## src/rtl/bp_pkg.sv

```systemverilog
// Shared types and constants for the 2-bit saturating-counter branch predictor.
package bp_pkg;

    typedef enum logic [1:0] {
        BP_STRONG_NT = 2'b00,
        BP_WEAK_NT   = 2'b01,
        BP_WEAK_T    = 2'b10,
        BP_STRONG_T  = 2'b11
    } bp_state_e;

    localparam logic [1:0] BP_INIT_STATE = 2'b10;

endpackage

```

## src/rtl/sat_counter2.sv

```systemverilog
// Next-state function of one 2-bit saturating branch counter.
module sat_counter2
    import bp_pkg::*;
(
    input  bp_state_e cur_state,
    input  logic      taken,
    output bp_state_e next_state
);

    // Saturating increment on taken, saturating decrement otherwise
    always_comb begin
        next_state = cur_state;
        case (cur_state)
            BP_STRONG_NT: next_state = taken ? BP_WEAK_NT  : BP_STRONG_NT;
            BP_WEAK_NT:   next_state = taken ? BP_WEAK_T   : BP_STRONG_NT;
            BP_WEAK_T:    next_state = taken ? BP_STRONG_T : BP_WEAK_NT;
            BP_STRONG_T:  next_state = taken ? BP_STRONG_T : BP_WEAK_T;
            default:      next_state = cur_state;
        endcase
    end

endmodule

```

## src/rtl/branch_predictor.sv

```systemverilog
// Bimodal branch predictor: table of 2-bit counters indexed by pc[IDX_W+1:2].
// Define BRANCH_PREDICTOR_STATS_EN to add hit/miss counters (hit_cnt_o, miss_cnt_o).
module branch_predictor
    import bp_pkg::*;
#(
    parameter int         TABLE_DEPTH = 16,
    parameter logic [1:0] INIT_STATE  = BP_INIT_STATE
) (
    input  logic        clk_i,
    input  logic        rst_i,
    input  logic        lookup_valid_i,
    input  logic [31:0] lookup_pc_i,
    output logic        predict_o,
    input  logic        update_valid_i,
    input  logic [31:0] update_pc_i,
    input  logic        update_taken_i,
    input  logic        update_predicted_i
`ifdef BRANCH_PREDICTOR_STATS_EN
    ,
    output logic [31:0] hit_cnt_o,
    output logic [31:0] miss_cnt_o
`endif
);

    localparam int IDX_W = $clog2(TABLE_DEPTH);

    bp_state_e        table_r [TABLE_DEPTH];
    logic [IDX_W-1:0] lookup_idx_s;
    logic [IDX_W-1:0] update_idx_s;
    bp_state_e        update_cur_s;
    bp_state_e        update_next_s;
    logic             predict_s;

    assign lookup_idx_s = lookup_pc_i[IDX_W+1:2];
    assign update_idx_s = update_pc_i[IDX_W+1:2];
    assign update_cur_s = table_r[update_idx_s];

    sat_counter2 u_sat_counter2 (
        .cur_state  (update_cur_s),
        .taken      (update_taken_i),
        .next_state (update_next_s)
    );

    // Table state; reset overrides any update presented in the same cycle
    always_ff @(posedge clk_i or posedge rst_i) begin
        if (rst_i) begin
            for (int i = 0; i < TABLE_DEPTH; i++) begin
                table_r[i] <= bp_state_e'(INIT_STATE);
            end
        end else if (update_valid_i) begin
            table_r[update_idx_s] <= update_next_s;
        end
    end

    // Prediction reads the stored value only, so a same-cycle update is not bypassed
    always_comb begin
        predict_s = 1'b0;
        if (lookup_valid_i) begin
            predict_s = table_r[lookup_idx_s][1];
        end else begin
            predict_s = 1'b0;
        end
    end

    assign predict_o = predict_s;

`ifdef BRANCH_PREDICTOR_STATS_EN
    logic [31:0] hit_cnt_r;
    logic [31:0] miss_cnt_r;

    // Resolution statistics, wrapping naturally at 2^32
    always_ff @(posedge clk_i or posedge rst_i) begin
        if (rst_i) begin
            hit_cnt_r  <= 32'd0;
            miss_cnt_r <= 32'd0;
        end else if (update_valid_i) begin
            if (update_predicted_i == update_taken_i) begin
                hit_cnt_r <= hit_cnt_r + 32'd1;
            end else begin
                miss_cnt_r <= miss_cnt_r + 32'd1;
            end
        end
    end

    assign hit_cnt_o  = hit_cnt_r;
    assign miss_cnt_o = miss_cnt_r;

    logic unused_pc_bits_s;
    assign unused_pc_bits_s = ^{lookup_pc_i[31:IDX_W+2], lookup_pc_i[1:0],
                                update_pc_i[31:IDX_W+2], update_pc_i[1:0]};
`else
    // Outside the statistics build the carried prediction has no consumer
    logic unused_pc_bits_s;
    assign unused_pc_bits_s = ^{lookup_pc_i[31:IDX_W+2], lookup_pc_i[1:0],
                                update_pc_i[31:IDX_W+2], update_pc_i[1:0],
                                update_predicted_i};
`endif

endmodule

```

## config.mk

```make
export PLATFORM = sky130hd
export DESIGN_NAME = branch_predictor
export DESIGN_NICKNAME = d
export VERILOG_FILES = /design/src/rtl/bp_pkg.sv /design/src/rtl/sat_counter2.sv /design/src/rtl/branch_predictor.sv
export SDC_FILE = /design/constraint.sdc
export NUM_CORES = 1
export LEC_CHECK = 0
export CORE_ASPECT_RATIO = 0.7
export CORE_MARGIN = 2
export CORE_UTILIZATION = 40
export CTS_BUF_LIST = sky130_fd_sc_hd__clkbuf_8
export CTS_CLUSTER_DIAMETER = 200
export DETAILED_ROUTE_END_ITERATION = 7
export PLACE_DENSITY = 0.75
export SETUP_SLACK_MARGIN = 0.1
export SYNTH_ARGS = -nofsm -noshare
export SYNTH_HDL_FRONTEND = slang
export SYNTH_HIERARCHICAL = 1
export SYNTH_SLANG_ARGS = --single-unit
```

## constraint.sdc

```tcl
create_clock -name clk_i -period 3.5 [get_ports clk_i]
set_input_delay 0.35 -clock clk_i [delete_from_list [all_inputs] [get_ports clk_i]]
set_output_delay 0.35 -clock clk_i [all_outputs]
set_load 0.05 [all_outputs]
```

### Word-level counts from Yosys, hierarchy flattened

Cells that the tools add are included.

| word-level totals | value |
|---|---|
| logic and storage cells | 41 |
| register bits | 32 |
| bits of input ports | 70 |

| cells by class | value |
|---|---|
| equal/unequal tests | 3 |
| reductions and logical operators | 2 |
| mux-type cells | 15 |
| magnitude comparators | 3 |
| bitwise logic cells | 2 |

Operators with widths:

| cell | count |
|---|---|
| $bwmux 32 | 1 |
| $bmux 2 s4 | 2 |
| $mux 2 | 7 |
| $ge 5x5->1 const B | 2 |
| $not 4->5 | 2 |
| $demux 2 s4 | 1 |
| $pmux 2 s4 | 1 |
| $lt 5x1->1 const B | 1 |
| $eq 2x2->1 const B | 2 |
| $mux 1 | 3 |
| $eq 2x1->1 const B | 1 |
| $logic_not 2->1 | 1 |
| $logic_and 1x1->1 | 1 |

### Logic depth before layout (Yosys ltp)

Gate-level depths: netlist of the first run.

| logic depth | value |
|---|---|
| depth after elaboration | 7 |
| mapped depth | 8 |

### Hierarchy

Netlist of the first run, hierarchy kept.

By module, submodules not included:

| module | cells an instance | area each (um^2) | seq. area each (um^2) | instances |
|---|---|---|---|---|
| branch_predictor | 130 | 1760.4 | 820.8 | 1 |
| sat_counter2 | 3 | 26.3 | 0.0 | 1 |

### Least setup slack after synthesis of the first run

Ideal clock, no wire load.

| timing path | value |
|---|---|
| kind | input port to flip-flop |
| start point | in update_pc_i[2] |
| end point | reg table_r[24] in the netlist's numbering |
| path slack | 1304 ps |
| arrival | 2068 ps |
| library setup time | 127 ps |
| stages | 7 |
| required time | 3373 ps |
| path buffers | 2 |
| path through | buf_6 -> mux4_2 -> a22oi_1 -> nand3_1 -> maj3_2 -> clkbuf_1 -> mux2_1 |

| between the ends | value |
|---|---|
| cells in the longest elaborated chain, start to end | 7 |
| elaborated cells between the ends (all ways) | 15 |
| those cells by class | order compare (2); eq/ne (3); mux (7); bitwise (1); reduce/logical (2) |

RTL lines:

| what | RTL line | source |
|---|---|---|
| start: declaration | branch_predictor.sv:15 | `input logic [31:0] update_pc_i,` |
| $not 4->5 (not written as such) (*) | branch_predictor.sv:36 | `assign update_cur_s = table_r[update_idx_s];` |
| $bmux 2 s4 (*) | branch_predictor.sv:36 |  |
| $mux 2 (not written as such) (*) (2 in a row) | branch_predictor.sv:36 |  |
| via update_cur_s[1] | branch_predictor.sv:30 | `bp_state_e update_cur_s;` |
| $eq 2x2->1 (tied with other cells) | sat_counter2.sv:13 | `case (cur_state)` |
| $pmux 2 s4 (*) | sat_counter2.sv:13 |  |
| via update_next_s[0] | branch_predictor.sv:31 | `bp_state_e update_next_s;` |
| $bwmux 32 (*) | branch_predictor.sv:51 | `table_r[update_idx_s] <= update_next_s;` |
| end signal: indexed assignment | branch_predictor.sv:48 | `table_r[i] <= bp_state_e'(INIT_STATE);` |
| end signal: indexed assignment | branch_predictor.sv:51 |  |
| end: declaration | branch_predictor.sv:27 | `bp_state_e table_r [TABLE_DEPTH];` |

The timed path passes the listed nets; every way through them passes the cells marked *. The select of a mux whose other input is x is not followed.
A chain may end at the register's enable or synchronous reset.

### Worst setup path in the final report of the first run

| timing path | value |
|---|---|
| start point | in lookup_pc_i[4] |
| end point | out predict_o |

| between the ends | value |
|---|---|
| cells in the longest elaborated chain, start to end | 5 |

RTL lines:

| what | RTL line | source |
|---|---|---|
| start: declaration | branch_predictor.sv:12 | `input logic [31:0] lookup_pc_i,` |
| $not 4->5 (not written as such) | branch_predictor.sv:59 | `predict_s = table_r[lookup_idx_s][1];` |
| $bmux 2 s4 | branch_predictor.sv:59 |  |
| $mux 2 (not written as such) (2 in a row) | branch_predictor.sv:59 |  |
| $mux 1 | branch_predictor.sv:58 | `if (lookup_valid_i) begin` |
| end: declaration | branch_predictor.sv:13 | `output logic predict_o,` |

Every way passes these cells. The select of a mux whose other input is x is not followed.

==> metrics.txt, run 1 <==
# TYPE chip_impl_metric gauge
chip_impl_info{name="status",value="complete, no violations"} 1
chip_impl_metric{name="min_period_over_period",unit="%"} 80.2
chip_impl_metric{name="antenna_violating_nets_post_route",unit=""} 0
chip_impl_metric{name="report.final.hold_viol_count",unit=""} 0
chip_impl_metric{name="route.detailed.wl_per_inst",unit="um"} 18.1
chip_impl_metric{name="worst_slew_margin_rel",unit="%"} 30.8
chip_impl_metric{name="floorplan.rows",unit=""} 20
chip_impl_metric{name="die_width",unit="um"} 83.9
chip_impl_metric{name="finalSetupViolCount",unit=""} 0
chip_impl_metric{name="drv_cap",unit=""} 0
chip_impl_metric{name="area_growth",unit="%"} 15.6
chip_impl_metric{name="fmaxAchievable",unit="MHz"} 356
chip_impl_metric{name="syn-cell-area",unit="um^2"} 1790
chip_impl_metric{name="fp.dieArea",unit="um^2"} 5030
chip_impl_metric{name="cp.depth",unit=""} 5
chip_impl_metric{name="first_global_vias",unit=""} 1219
chip_impl_metric{name="cp.arrival",unit="ns"} 2.46
chip_impl_info{name="critPathTopFamily",value="buffers and inverters"} 1
chip_impl_info{name="critical_path.endpoint_type",value="primary output"} 1
chip_impl_info{name="synth_top_cells_by_area",value="sky130_fd_sc_hd__dfstp_2 24%, sky130_fd_sc_hd__dfrtp_1 22%, sky130_fd_sc_hd__mux2_2 19%, sky130_fd_sc_hd__mux4_1 8.8%, sky130_fd_sc_hd__mux4_2 5.0%"} 1
chip_impl_metric{name="syn-mean-instance-area",unit="um^2"} 13.4
chip_impl_metric{name="antenna_violations_before_repair",unit=""} 0
chip_impl_metric{name="filler_cell_count",unit=""} 381
chip_impl_metric{name="ios",unit=""} 71
chip_impl_metric{name="pin_slew_with_the_least_headroom_to_its_limit",unit="ns"} 1.04
chip_impl_metric{name="detail_route.vias_per_cell",unit=""} 5.54
chip_impl_metric{name="grt_pass1_wl",unit="um"} 6190
chip_impl_metric{name="largest_reg_flops",unit=""} 32
chip_impl_metric{name="timing.reg2reg.setup_slack",unit="ns"} 1.38
chip_impl_metric{name="n_antenna_cell",unit=""} 0
chip_impl_metric{name="wl",unit="um"} 3720
chip_impl_metric{name="timing.critical_path.required",unit="ns"} 3.15
chip_impl_metric{name="finish.utilization",unit="%"} 47.7
chip_impl_metric{name="post-cts-setup-buffers",unit=""} 0
chip_impl_metric{name="detailed_place.area",unit="um^2"} 1970
chip_impl_metric{name="cts_max_path_buffers",unit=""} 2
chip_impl_metric{name="synthDominantCellAreaShare",unit="%"} 23.5
chip_impl_metric{name="number_of_max_slew_violations_in_the_final_report",unit=""} 0
chip_impl_metric{name="post_route_cells_drive_above_1_share",unit="%"} 43.7
chip_impl_info{name="r2r_end",value="table_r[24]"} 1
chip_impl_info{name="reg_top3",value="table_r (32)"} 1
chip_impl_metric{name="core_area",unit="um^2"} 4330
chip_impl_info{name="worst_hold_path_type",value="flip-flop to flip-flop"} 1
chip_impl_metric{name="dr.pass1.iters",unit=""} 4
chip_impl_info{name="cts_tree",value="yes"} 1
chip_impl_info{name="worstSetupPathType",value="input pin to primary output"} 1
chip_impl_metric{name="initialDrtViolationCount",unit=""} 69
chip_impl_info{name="crit_slowest_cell",value="sky130_fd_sc_hd__clkdlybuf4s50_1"} 1
chip_impl_metric{name="ctsHtreeMaxLevel",unit=""} 2
chip_impl_metric{name="place.gp.congestion",unit=""} 0.870
chip_impl_metric{name="critical_path_buf_inv_count",unit=""} 2
chip_impl_info{name="crit-reg2reg-launch",value="table_r[17]"} 1
chip_impl_info{name="crit_path_cell_trace",value="clkdlybuf4s50_1, mux4_2, o211ai_1, o22ai_1, clkdlybuf4s50_1"} 1
chip_impl_metric{name="cellPowerDensity",unit="nW/um^2"} 586
chip_impl_info{name="critical-path-top-cell-by-count",value="sky130_fd_sc_hd__clkdlybuf4s50_1"} 1
chip_impl_info{name="synth_largest_area_cell",value="sky130_fd_sc_hd__dfstp_2"} 1
chip_impl_info{name="registers.top_by_ff_count",value="table_r"} 1
chip_impl_metric{name="synth_cell_types",unit=""} 26
chip_impl_metric{name="yosysWarningCount",unit=""} 6
chip_impl_info{name="grt_setup_unrepaired",value="no"} 1
chip_impl_info{name="crit_path_end",value="predict_o"} 1
chip_impl_metric{name="grt_start_max_net_pins",unit=""} 29
chip_impl_metric{name="finalCriticalPeriod",unit="ns"} 2.81
chip_impl_metric{name="crit_fanout",unit=""} 5
chip_impl_metric{name="detail_route.drc_violations",unit=""} 0
chip_impl_metric{name="total_global_routing_overflow",unit=""} 0
chip_impl_metric{name="worst_setup_hold_path_clk_slew",unit="ns"} 0.06
chip_impl_metric{name="die_height",unit="um"} 59.9
chip_impl_metric{name="clk-insertion-delay-late",unit="ns"} 0.29
chip_impl_metric{name="portBuffers",unit=""} 13
chip_impl_info{name="startpoint",value="lookup_pc_i[4]"} 1
chip_impl_metric{name="layout.nets",unit=""} 220
chip_impl_metric{name="critPathMaxStageDelay",unit="ns"} 0.70
chip_impl_metric{name="yosys_register_bits",unit=""} 32
chip_impl_metric{name="synthesis.instances",unit=""} 133
chip_impl_metric{name="vias",unit=""} 1141
chip_impl_metric{name="tns",unit="ns"} 0
chip_impl_info{name="ctsRootBufferMaster",value="sky130_fd_sc_hd__clkbuf_8"} 1
chip_impl_metric{name="worst_clk_skew",unit="ns"} 0.00354
chip_impl_metric{name="rr_worst_depth",unit=""} 5
chip_impl_metric{name="fin_area",unit="um^2"} 2070
chip_impl_metric{name="static-leakage-power",unit="uW"} 0.000855
chip_impl_metric{name="grt_util_all_layers",unit="%"} 16.7
chip_impl_metric{name="cts_made_buffers",unit=""} 5
chip_impl_metric{name="vdd.ir_drop.worst",unit="uV"} 313
chip_impl_metric{name="post_cts_resized",unit=""} 0
chip_impl_info{name="worst_setup_path_start_kind",value="input pin"} 1
chip_impl_info{name="hold_start",value="table_r[24]"} 1
chip_impl_metric{name="cts.hold.buffers_added",unit=""} 0
chip_impl_metric{name="mappedNetlistNets",unit=""} 203
chip_impl_metric{name="cts_sink_count",unit=""} 32
chip_impl_metric{name="place_hpwl",unit="um"} 2740
chip_impl_metric{name="synth_seq_area_share",unit="%"} 45.9
chip_impl_metric{name="initial_utilization",unit="%"} 41.3
layout make-up:
cell class	count	area, um^2	share of cell area, %
Inverter	2	7.51	0.363
Timing Repair Buffer	17	160	7.75
Sequential cell	32	821	39.7
Multi-Input combinational cell	92	916	44.3
Clock buffer	6	82.6	4.00
Tap cell	55	68.8	3.33
Clock inverter	2	10.0	0.485
routing by layer:
layer  routed length [um]  track usage (%)
met2                 1540             24.6
met5                    0                0
met3                  176             5.39
met4                   55             7.37
met1                 1940             23.0
report_power, final:
group          total (uW)  switching (uW)  internal [uW]
clock                 291             135            157
sequential            597            75.3            522
combinational         323             137            185
worst min-delay path by stage:
stage,end,slack [ns],depth (start not counted)
final,table_r[24],0.49,1
after global routing,table_r[28],0.53,1
after CTS,table_r[24],0.50,1
after detailed placement,table_r[24],0.48,1
after global placement,table_r[24],0.48,1
after floorplan,table_r[0],0.45,1
cell usage in the layout, fill, tap and decap left out:
cell,synthesis,layout
sky130_fd_sc_hd__mux2_2,30,30
sky130_fd_sc_hd__dfrtp_1,16,16
sky130_fd_sc_hd__dfstp_2,16,16
sky130_fd_sc_hd__clkdlybuf4s50_1,0,13
sky130_fd_sc_hd__nor2_1,10,10
sky130_fd_sc_hd__nand2_1,9,9
sky130_fd_sc_hd__mux4_1,6,6
sky130_fd_sc_hd__nand3_1,6,6
sky130_fd_sc_hd__clkbuf_8,0,6
sky130_fd_sc_hd__nand2b_1,4,4
sky130_fd_sc_hd__mux4_2,4,4
sky130_fd_sc_hd__mux2i_1,4,4
sky130_fd_sc_hd__buf_4,0,4
sky130_fd_sc_hd__nor2b_1,3,3
sky130_fd_sc_hd__nand3b_1,2,2
sky130_fd_sc_hd__mux2_1,2,2
sky130_fd_sc_hd__a22oi_1,2,2
sky130_fd_sc_hd__o211ai_1,2,2
sky130_fd_sc_hd__inv_1,2,2
sky130_fd_sc_hd__clkinv_2,0,2
sky130_fd_sc_hd__maj3_2,2,2
sky130_fd_sc_hd__nor3b_1,1,1
sky130_fd_sc_hd__nand3_4,1,1
sky130_fd_sc_hd__or3_4,1,1
sky130_fd_sc_hd__or3_1,1,1
sky130_fd_sc_hd__o22ai_1,1,1
sky130_fd_sc_hd__and3_1,1,1
cells by family (layout without fill, tap and decap cells):
family / Yosys count / after routing / synth area share (%)
buffers and inverters: 9 / 27 / 2.80
multiplexers: 46 / 46 / 36.3
adder cells (fa/ha/maj): 2 / 2 / 1.26
AND/OR/NAND/NOR: 39 / 39 / 11.7
flip-flops: 32 / 32 / 45.9
AO/OA/AOI/OAI: 5 / 5 / 2.03
cell usage after synthesis:
| library cell | instances |
|---|---|
| sky130_fd_sc_hd__mux4_2 | 4 |
| sky130_fd_sc_hd__nand2_1 | 9 |
| sky130_fd_sc_hd__dfrtp_1 | 16 |
| sky130_fd_sc_hd__mux2_2 | 30 |
| sky130_fd_sc_hd__nor2b_1 | 3 |
| sky130_fd_sc_hd__mux2i_1 | 4 |
| sky130_fd_sc_hd__mux4_1 | 6 |
| sky130_fd_sc_hd__clkbuf_1 | 4 |
| sky130_fd_sc_hd__nor2_1 | 10 |
| sky130_fd_sc_hd__mux2_1 | 2 |
| sky130_fd_sc_hd__o22ai_1 | 1 |
| sky130_fd_sc_hd__buf_2 | 1 |
| sky130_fd_sc_hd__dfstp_2 | 16 |
| sky130_fd_sc_hd__inv_1 | 2 |
| sky130_fd_sc_hd__maj3_2 | 2 |
| sky130_fd_sc_hd__a22oi_1 | 2 |
| sky130_fd_sc_hd__nand3_4 | 1 |
| sky130_fd_sc_hd__nand3_1 | 6 |
| sky130_fd_sc_hd__nor3b_1 | 1 |
| sky130_fd_sc_hd__or3_1 | 1 |
| sky130_fd_sc_hd__nand3b_1 | 2 |
| sky130_fd_sc_hd__nand2b_1 | 4 |
| sky130_fd_sc_hd__o211ai_1 | 2 |
| sky130_fd_sc_hd__and3_1 | 1 |
| sky130_fd_sc_hd__buf_6 | 2 |
| sky130_fd_sc_hd__or3_4 | 1 |
through the flow:
stage               worst slack (ns)  std cells  hold slack, ns  total power [uW]
finish                         0.694        206           0.490              1210
global route                   0.613        206           0.532              1280
CTS                            0.686        206           0.497              1220
detailed placement             0.488        198           0.481               923
global placement               0.499        198           0.476               896
floorplan                       1.30        133           0.454               819
Note: power is estimated with default switching activity, not from simulation.
==> inputs of run 2 (changes only) <==
==> constraint.sdc (replaced) <==
create_clock -name clk_i -period 2.6 [get_ports clk_i]
set_input_delay 0.26 -clock clk_i [delete_from_list [all_inputs] [get_ports clk_i]]
set_output_delay 0.26 -clock clk_i [all_outputs]
set_load 0.05 [all_outputs]
==> metrics.txt, run 2 (synthesized netlist as in run 1, its figures left out) <==
# TYPE chip_impl_metric gauge
chip_impl_metric{name="antenna_violating_nets_post_route",unit=""} 0
chip_impl_metric{name="multiInputGateArea",unit="um^2"} 918
chip_impl_metric{name="report.final.hold_viol_count",unit=""} 0
chip_impl_metric{name="finalSetupViolCount",unit=""} 0
chip_impl_metric{name="share_seq_of_total_power",unit="%"} 48.9
chip_impl_info{name="grt_setup_unrepaired",value="no"} 1
chip_impl_info{name="mostFrequentLayoutCells",value="30 x sky130_fd_sc_hd__mux2_2, 16 x sky130_fd_sc_hd__dfrtp_1, 16 x sky130_fd_sc_hd__dfstp_2"} 1
chip_impl_metric{name="power_frac_clock",unit="%"} 23.8
chip_impl_metric{name="die_width",unit="um"} 83.9
chip_impl_metric{name="grt_pass1_wl",unit="um"} 6470
chip_impl_metric{name="initialDrtViolationCount",unit=""} 67
chip_impl_metric{name="fmaxAchievable",unit="MHz"} 413
chip_impl_metric{name="place_hpwl",unit="um"} 2740
chip_impl_metric{name="cts_max_path_buffers",unit=""} 2
chip_impl_metric{name="post_route_cells_drive_above_1_share",unit="%"} 44.5
chip_impl_metric{name="grt_start_max_net_pins",unit=""} 33
chip_impl_metric{name="finish.utilization",unit="%"} 48.4
chip_impl_metric{name="layout.cells.non_filler",unit=""} 210
chip_impl_metric{name="cts_sink_count",unit=""} 32
chip_impl_metric{name="power.share.combinational",unit="%"} 27.3
chip_impl_metric{name="initial_utilization",unit="%"} 41.3
chip_impl_metric{name="clk-insertion-delay-late",unit="ns"} 0.29
chip_impl_metric{name="timing.critical_path.required",unit="ns"} 2.77
chip_impl_metric{name="timing.reg2reg.setup_slack",unit="ns"} 0.47
chip_impl_metric{name="place.gp.congestion",unit=""} 0.894
chip_impl_info{name="worst_hold_path_type",value="input pin to async pin"} 1
chip_impl_info{name="status",value="complete, no violations"} 1
chip_impl_info{name="reg_top3",value="table_r (32)"} 1
chip_impl_info{name="crit_path_cell_trace",value="clkdlybuf4s50_1, buf_4, mux4_2, a22oi_1, nand3_1, maj3_4, mux2_1"} 1
chip_impl_metric{name="vias",unit=""} 1145
chip_impl_metric{name="number_of_max_slew_violations_in_the_final_report",unit=""} 0
chip_impl_info{name="registers.top_by_ff_count",value="table_r"} 1
chip_impl_metric{name="first_global_vias",unit=""} 1282
chip_impl_metric{name="cellInternalPower",unit="uW"} 1170
chip_impl_metric{name="detailed_place.area",unit="um^2"} 2000
chip_impl_metric{name="layout.nets",unit=""} 224
chip_impl_metric{name="fp.dieArea",unit="um^2"} 5030
chip_impl_metric{name="antenna_violations_before_repair",unit=""} 0
chip_impl_metric{name="rr_worst_depth",unit=""} 5
chip_impl_metric{name="core_area",unit="um^2"} 4330
chip_impl_metric{name="cp.arrival",unit="ns"} 2.59
chip_impl_info{name="critical_path.endpoint_type",value="flip-flop"} 1
chip_impl_metric{name="detail_route.drc_violations",unit=""} 0
chip_impl_metric{name="largest_reg_flops",unit=""} 32
chip_impl_metric{name="power.share.switching",unit="%"} 28.2
chip_impl_info{name="worst_setup_path_start_kind",value="input pin"} 1
chip_impl_metric{name="crit_fanout",unit=""} 16
chip_impl_metric{name="portBuffers",unit=""} 13
chip_impl_metric{name="route.detailed.wl_per_inst",unit="um"} 18.0
chip_impl_metric{name="finalCriticalPeriod",unit="ns"} 2.42
chip_impl_metric{name="floorplan.rows",unit=""} 20
chip_impl_info{name="final_common_cell",value="sky130_fd_sc_hd__mux2_2"} 1
chip_impl_info{name="r2r_end",value="table_r[24]"} 1
chip_impl_metric{name="critPathMaxStageDelay",unit="ns"} 0.53
chip_impl_metric{name="cellPowerDensity",unit="nW/um^2"} 776
chip_impl_metric{name="dp.cells",unit=""} 202
chip_impl_metric{name="ios",unit=""} 71
chip_impl_info{name="crit-reg2reg-launch",value="table_r[27]"} 1
chip_impl_metric{name="cts.hold.buffers_added",unit=""} 0
chip_impl_metric{name="worst_clk_skew",unit="ns"} 0.00525
chip_impl_metric{name="dr.pass1.iters",unit=""} 4
chip_impl_metric{name="pin_slew_with_the_least_headroom_to_its_limit",unit="ns"} 0.424
chip_impl_metric{name="grt_util_all_layers",unit="%"} 17.3
chip_impl_metric{name="cts_made_buffers",unit=""} 5
chip_impl_metric{name="fin_area",unit="um^2"} 2090
chip_impl_metric{name="drv_cap",unit=""} 0
chip_impl_metric{name="worst_setup_hold_path_clk_slew",unit="ns"} 0.07
chip_impl_info{name="worstSetupPathType",value="input pin to flip-flop"} 1
chip_impl_metric{name="detail_route.vias_per_cell",unit=""} 5.45
chip_impl_metric{name="tns",unit="ns"} 0
chip_impl_metric{name="filler_cell_count",unit=""} 403
chip_impl_metric{name="die_height",unit="um"} 59.9
chip_impl_info{name="cts_tree",value="yes"} 1
chip_impl_metric{name="timing.hold.ws",unit="ns"} 0.350
chip_impl_metric{name="static-leakage-power",unit="uW"} 0.000880
chip_impl_metric{name="total_switching_power",unit="uW"} 458
chip_impl_metric{name="worst_slew_margin_rel",unit="%"} 71.7
chip_impl_info{name="ctsRootBufferMaster",value="sky130_fd_sc_hd__clkbuf_8"} 1
chip_impl_metric{name="min_period_over_period",unit="%"} 93.2
chip_impl_metric{name="area.sequential",unit="um^2"} 821
chip_impl_info{name="crit_slowest_cell",value="sky130_fd_sc_hd__clkdlybuf4s50_1"} 1
chip_impl_metric{name="vdd.ir_drop.worst",unit="uV"} 484
chip_impl_info{name="startpoint",value="update_pc_i[2]"} 1
chip_impl_metric{name="n_antenna_cell",unit=""} 0
chip_impl_metric{name="area_growth",unit="%"} 17.2
chip_impl_metric{name="ctsHtreeMaxLevel",unit=""} 2
chip_impl_metric{name="total_global_routing_overflow",unit=""} 0
chip_impl_metric{name="wl",unit="um"} 3780
## run 2: worst max-delay path: cells and delay by family
family	cells	cell delay [ns]
compound gates	1	0.23
simple gates	1	0.15
buf+inv	2	0.68
mux	2	0.80
fa+ha+maj	1	0.46
## run 2: worst max-delay path by stage
stage | slack [ns] | to | cells after the start
2_1_floorplan | 0.49 | table_r[24] | 7
3_3_place_gp | -0.09 | table_r[24] | 7
3_5_place_dp | -0.12 | table_r[24] | 7
4_1_cts | 0.18 | table_r[24] | 7
5_1_grt | 0.12 | table_r[12] | 7
6_report | 0.18 | table_r[24] | 7
## run 2: stage by stage
step	worst slack, ns	power (uW)
final	0.176	1620
after global routing	0.119	1720
after CTS	0.182	1630
after detailed placement	-0.121	1240
after global placement	-0.0883	1210
after floorplan	0.494	1100
## run 2: layout make-up
type	instances	share of cell area, %
Sequential cell	32	39.2
Tap cell	55	3.29
Timing Repair Buffer	21	8.97
Inverter	2	0.359
Clock buffer	6	3.95
Clock inverter	2	0.359
Multi-Input combinational cell	92	43.9
## run 2: metal layers
layer | up-vias | routed length [um] | GRT usage (%)
li1 | 531 | - | -
met1 | 579 | 1840 | 22.7
met3 | 5 | 237 | 5.52
met5 | - | 0 | 0
met4 | 0 | 45 | 5.99
met2 | 30 | 1660 | 27.8
## run 2: power groups by stage
stage                     logic [uW]  clock network [uW]  registers (uW)
after floorplan                  343                   0             760
final                            444                 387             793
after detailed placement         438                   0             800
after CTS                        441                 395             794
after global placement           419                   0             787
after global routing             481                 418             819
## run 2: what timing repair did
item                       CTS  global route
setup buffers                0             0
gates resized for setup      0             1
setup endpoints to repair    0             6
==> inputs of run 3 (changes only) <==
--- a/config.mk
+++ b/config.mk
@@ -15,5 +15,4 @@
 export SETUP_SLACK_MARGIN = 0.1
 export SYNTH_ARGS = -nofsm -noshare
 export SYNTH_HDL_FRONTEND = slang
-export SYNTH_HIERARCHICAL = 1
 export SYNTH_SLANG_ARGS = --single-unit
==> metrics.txt, run 3 <==
# TYPE chip_impl_metric gauge
chip_impl_metric{name="yosys_register_bits",unit=""} 32
chip_impl_metric{name="static-leakage-power",unit="uW"} 0.000842
chip_impl_metric{name="use_met2",unit="%"} 23.6
chip_impl_info{name="synth.cells.most_frequent",value="36 x sky130_fd_sc_hd__mux2_2, 16 x sky130_fd_sc_hd__dfrtp_1, 16 x sky130_fd_sc_hd__dfstp_2"} 1
chip_impl_metric{name="largest_reg_flops",unit=""} 32
chip_impl_metric{name="grt_pass1_wl",unit="um"} 5790
chip_impl_info{name="synth_largest_area_cell",value="sky130_fd_sc_hd__dfstp_2"} 1
chip_impl_metric{name="floorplan.rows",unit=""} 20
chip_impl_metric{name="finalSetupViolCount",unit=""} 0
chip_impl_info{name="crit_slowest_cell",value="sky130_fd_sc_hd__clkdlybuf4s50_1"} 1
chip_impl_metric{name="synthesis.instances",unit=""} 120
chip_impl_info{name="mostFrequentLayoutCells",value="36 x sky130_fd_sc_hd__mux2_2, 16 x sky130_fd_sc_hd__dfrtp_1, 16 x sky130_fd_sc_hd__dfstp_2"} 1
chip_impl_metric{name="cts_made_buffers",unit=""} 5
chip_impl_info{name="synth_ff_type",value="sky130_fd_sc_hd__dfstp_2"} 1
chip_impl_metric{name="share_seq_of_total_power",unit="%"} 44.5
chip_impl_metric{name="ios",unit=""} 71
chip_impl_metric{name="fmaxAchievable",unit="MHz"} 431
chip_impl_metric{name="die_height",unit="um"} 59.3
chip_impl_metric{name="power.share.switching",unit="%"} 25.9
chip_impl_metric{name="critPathMaxStageDelay",unit="ns"} 0.50
chip_impl_metric{name="dr.pass1.iters",unit=""} 4
chip_impl_metric{name="worst_clk_skew",unit="ns"} 0.00424
chip_impl_metric{name="grt_start_max_net_pins",unit=""} 20
chip_impl_info{name="cts_tree",value="yes"} 1
chip_impl_metric{name="drv_cap",unit=""} 0
chip_impl_metric{name="n_antenna_cell",unit=""} 0
chip_impl_metric{name="initialDrtViolationCount",unit=""} 82
chip_impl_info{name="critical-path-top-cell-by-count",value="sky130_fd_sc_hd__mux4_2"} 1
chip_impl_metric{name="area.sequential",unit="um^2"} 821
chip_impl_metric{name="power.share.combinational",unit="%"} 27.3
chip_impl_metric{name="yosysWarningCount",unit=""} 0
chip_impl_metric{name="number_of_max_slew_violations_in_the_final_report",unit=""} 0
chip_impl_metric{name="filler_cell_count",unit=""} 364
chip_impl_metric{name="synth_seq_area_share",unit="%"} 46.9
chip_impl_metric{name="cellInternalPower",unit="uW"} 1360
chip_impl_metric{name="synth-async-reset-ratio",unit="%"} 100
chip_impl_metric{name="worst_setup_hold_path_clk_slew",unit="ns"} 0.07
chip_impl_info{name="worstSetupPathType",value="input pin to primary output"} 1
chip_impl_metric{name="detail_route.drc_violations",unit=""} 0
chip_impl_metric{name="place.gp.congestion",unit=""} 0.838
chip_impl_metric{name="antenna_violating_nets_post_route",unit=""} 0
chip_impl_info{name="gr-max-usage-layer",value="met2"} 1
chip_impl_metric{name="timing.critical_path.required",unit="ns"} 2.34
chip_impl_metric{name="pin_slew_with_the_least_headroom_to_its_limit",unit="ns"} 0.632
chip_impl_metric{name="post_route_cells_drive_above_1_share",unit="%"} 58.9
chip_impl_metric{name="die_width",unit="um"} 83.1
chip_impl_info{name="status",value="complete, no violations"} 1
chip_impl_metric{name="cp.arrival",unit="ns"} 2.06
chip_impl_metric{name="power.total",unit="uW"} 1840
chip_impl_metric{name="multiInputGateArea",unit="um^2"} 898
chip_impl_info{name="critical_path.endpoint_type",value="primary output"} 1
chip_impl_metric{name="clk-insertion-delay-late",unit="ns"} 0.29
chip_impl_metric{name="core_area",unit="um^2"} 4280
chip_impl_metric{name="portBuffers",unit=""} 13
chip_impl_metric{name="layout.nets",unit=""} 210
chip_impl_metric{name="finalCriticalPeriod",unit="ns"} 2.32
chip_impl_metric{name="synthDominantCellAreaShare",unit="%"} 24.0
chip_impl_metric{name="route.detailed.wl_per_inst",unit="um"} 18.3
chip_impl_metric{name="synth-edff-count",unit=""} 0
chip_impl_metric{name="cellPowerDensity",unit="nW/um^2"} 878
chip_impl_metric{name="post-cts-setup-buffers",unit=""} 0
chip_impl_metric{name="place_hpwl",unit="um"} 2750
chip_impl_metric{name="total_global_routing_overflow",unit=""} 0
chip_impl_info{name="synthMostInstantiatedCell",value="sky130_fd_sc_hd__mux2_2"} 1
chip_impl_metric{name="crit_fanout",unit=""} 2
chip_impl_metric{name="min_period_over_period",unit="%"} 89.3
chip_impl_info{name="registers.top_by_ff_count",value="table_r"} 1
chip_impl_metric{name="cts_sink_count",unit=""} 32
chip_impl_metric{name="initial_utilization",unit="%"} 40.9
chip_impl_metric{name="total_switching_power",unit="uW"} 478
chip_impl_metric{name="worst_slew_margin_rel",unit="%"} 57.8
chip_impl_metric{name="syn-cell-area",unit="um^2"} 1750
chip_impl_metric{name="vdd.ir_drop.worst",unit="uV"} 506
chip_impl_metric{name="mappedNetlistNets",unit=""} 190
chip_impl_metric{name="first_global_vias",unit=""} 1124
chip_impl_metric{name="cts_max_path_buffers",unit=""} 2
chip_impl_metric{name="detail_route.vias_per_cell",unit=""} 5.65
chip_impl_info{name="reg_top3",value="table_r (32)"} 1
chip_impl_info{name="synth_top_cells_by_area",value="sky130_fd_sc_hd__dfstp_2 24%, sky130_fd_sc_hd__mux2_2 23%, sky130_fd_sc_hd__dfrtp_1 23%, sky130_fd_sc_hd__mux4_2 17%, sky130_fd_sc_hd__maj3_2 2.6%"} 1
chip_impl_info{name="worst_hold_path_type",value="input pin to async pin"} 1
chip_impl_metric{name="area_growth",unit="%"} 19.9
chip_impl_info{name="crit_path_cell_trace",value="clkdlybuf4s50_1, mux4_2, mux4_2, and2_1, buf_4"} 1
chip_impl_metric{name="ctsHtreeMaxLevel",unit=""} 2
chip_impl_metric{name="wl",unit="um"} 3600
chip_impl_metric{name="power_frac_clock",unit="%"} 28.2
chip_impl_metric{name="vias",unit=""} 1108
chip_impl_metric{name="report.final.hold_viol_count",unit=""} 0
chip_impl_metric{name="tns",unit="ns"} 0
chip_impl_info{name="final_common_cell",value="sky130_fd_sc_hd__mux2_2"} 1
chip_impl_metric{name="use_met1",unit="%"} 22.5
chip_impl_metric{name="synth_cell_types",unit=""} 20
chip_impl_info{name="worst_setup_path_start_kind",value="input pin"} 1
chip_impl_info{name="grt_setup_unrepaired",value="no"} 1
chip_impl_metric{name="grt_util_all_layers",unit="%"} 16.1
chip_impl_metric{name="antenna_violations_before_repair",unit=""} 0
chip_impl_metric{name="globalRouteMet3Util",unit="%"} 4.32
chip_impl_metric{name="syn-mean-instance-area",unit="um^2"} 14.6
chip_impl_info{name="ctsRootBufferMaster",value="sky130_fd_sc_hd__clkbuf_8"} 1
chip_impl_metric{name="fp.dieArea",unit="um^2"} 4930
==> run 3: worst paths after layout <==
| kind | start | to | slack (ns) | depth (start not counted) |
|---|---|---|---|---|
| hold reg to reg | table_r[18] | table_r[18] | 0.51 | 1 |
| max in group asynchronous | rst_i | table_r[7] | 1.54 | 3 |
| setup / recovery | lookup_pc_i[3] | predict_o | 0.28 | 5 |
| setup reg to reg | table_r[5] | table_r[22] | 0.67 | 4 |
| hold / removal | rst_i | table_r[30] | 0.35 | 2 |
| min in group clk_i | table_r[18] | table_r[18] | 0.51 | 1 |
==> run 3: worst max-delay path: cells and delay by family <==
| kind | cells | cell delay (ns) |
|---|---|---|
| muxes | 2 | 0.95 |
| buffers and inverters | 2 | 0.68 |
| and+or+nand+nor | 1 | 0.17 |
==> run 3: logic make-up after synthesis <==
group	after synthesis	synth area share (%)
adder cells (fa/ha/maj)	4	2.57
buffers and inverters	6	1.79
flip-flops	32	46.9
multiplexers	51	41.0
AND/OR/NAND/NOR	27	7.72
==> run 3: final cells by class <==
class / instances / share of cell area, %
inverter: 1 / 0.179
sequential: 32 / 39.1
clock inverter: 1 / 1.43
clock buffer: 7 / 4.59
tap: 55 / 3.28
timing repair buffer: 18 / 8.59
multi-input combinational: 82 / 42.8
==> run 3: timing repair <==
| action | in CTS | in global routing |
|---|---|---|
| hold buffers | 0 | 0 |
| gates resized for setup | 0 | 1 |
| endpoints found under the setup margin | 0 | 1 |
==> run 3: power by group through the flow <==
stage          sequential, uW  combinational (uW)  clock [uW]
3_5_place_dp              827                 508           0
6_report                  819                 504         518
2_1_floorplan             783                 404           0
3_3_place_gp              808                 478           0
5_1_grt                   839                 547         557
4_1_cts                   821                 510         526
==> run 3: per-layer routing <==
layer	routed length [um]	vias up
met3	251	8
li1	-	500
met5	0	-
met4	67	0
met2	1570	38
met1	1710	562
==> run 3: through the flow <==
step                      setup WS, ns  util, %  instance area, um^2  hold WS, ns  std cells
after floorplan                  0.599        -                 1750        0.364        120
after global placement          0.0733     46.0                 1970        0.483        188
after detailed placement        0.0373     46.0                 1970        0.493        188
after CTS                        0.103     49.0                 2100        0.364        196
after global routing             0.224     49.0                 2100        0.423        196
final                            0.279     49.0                 2100        0.348        196
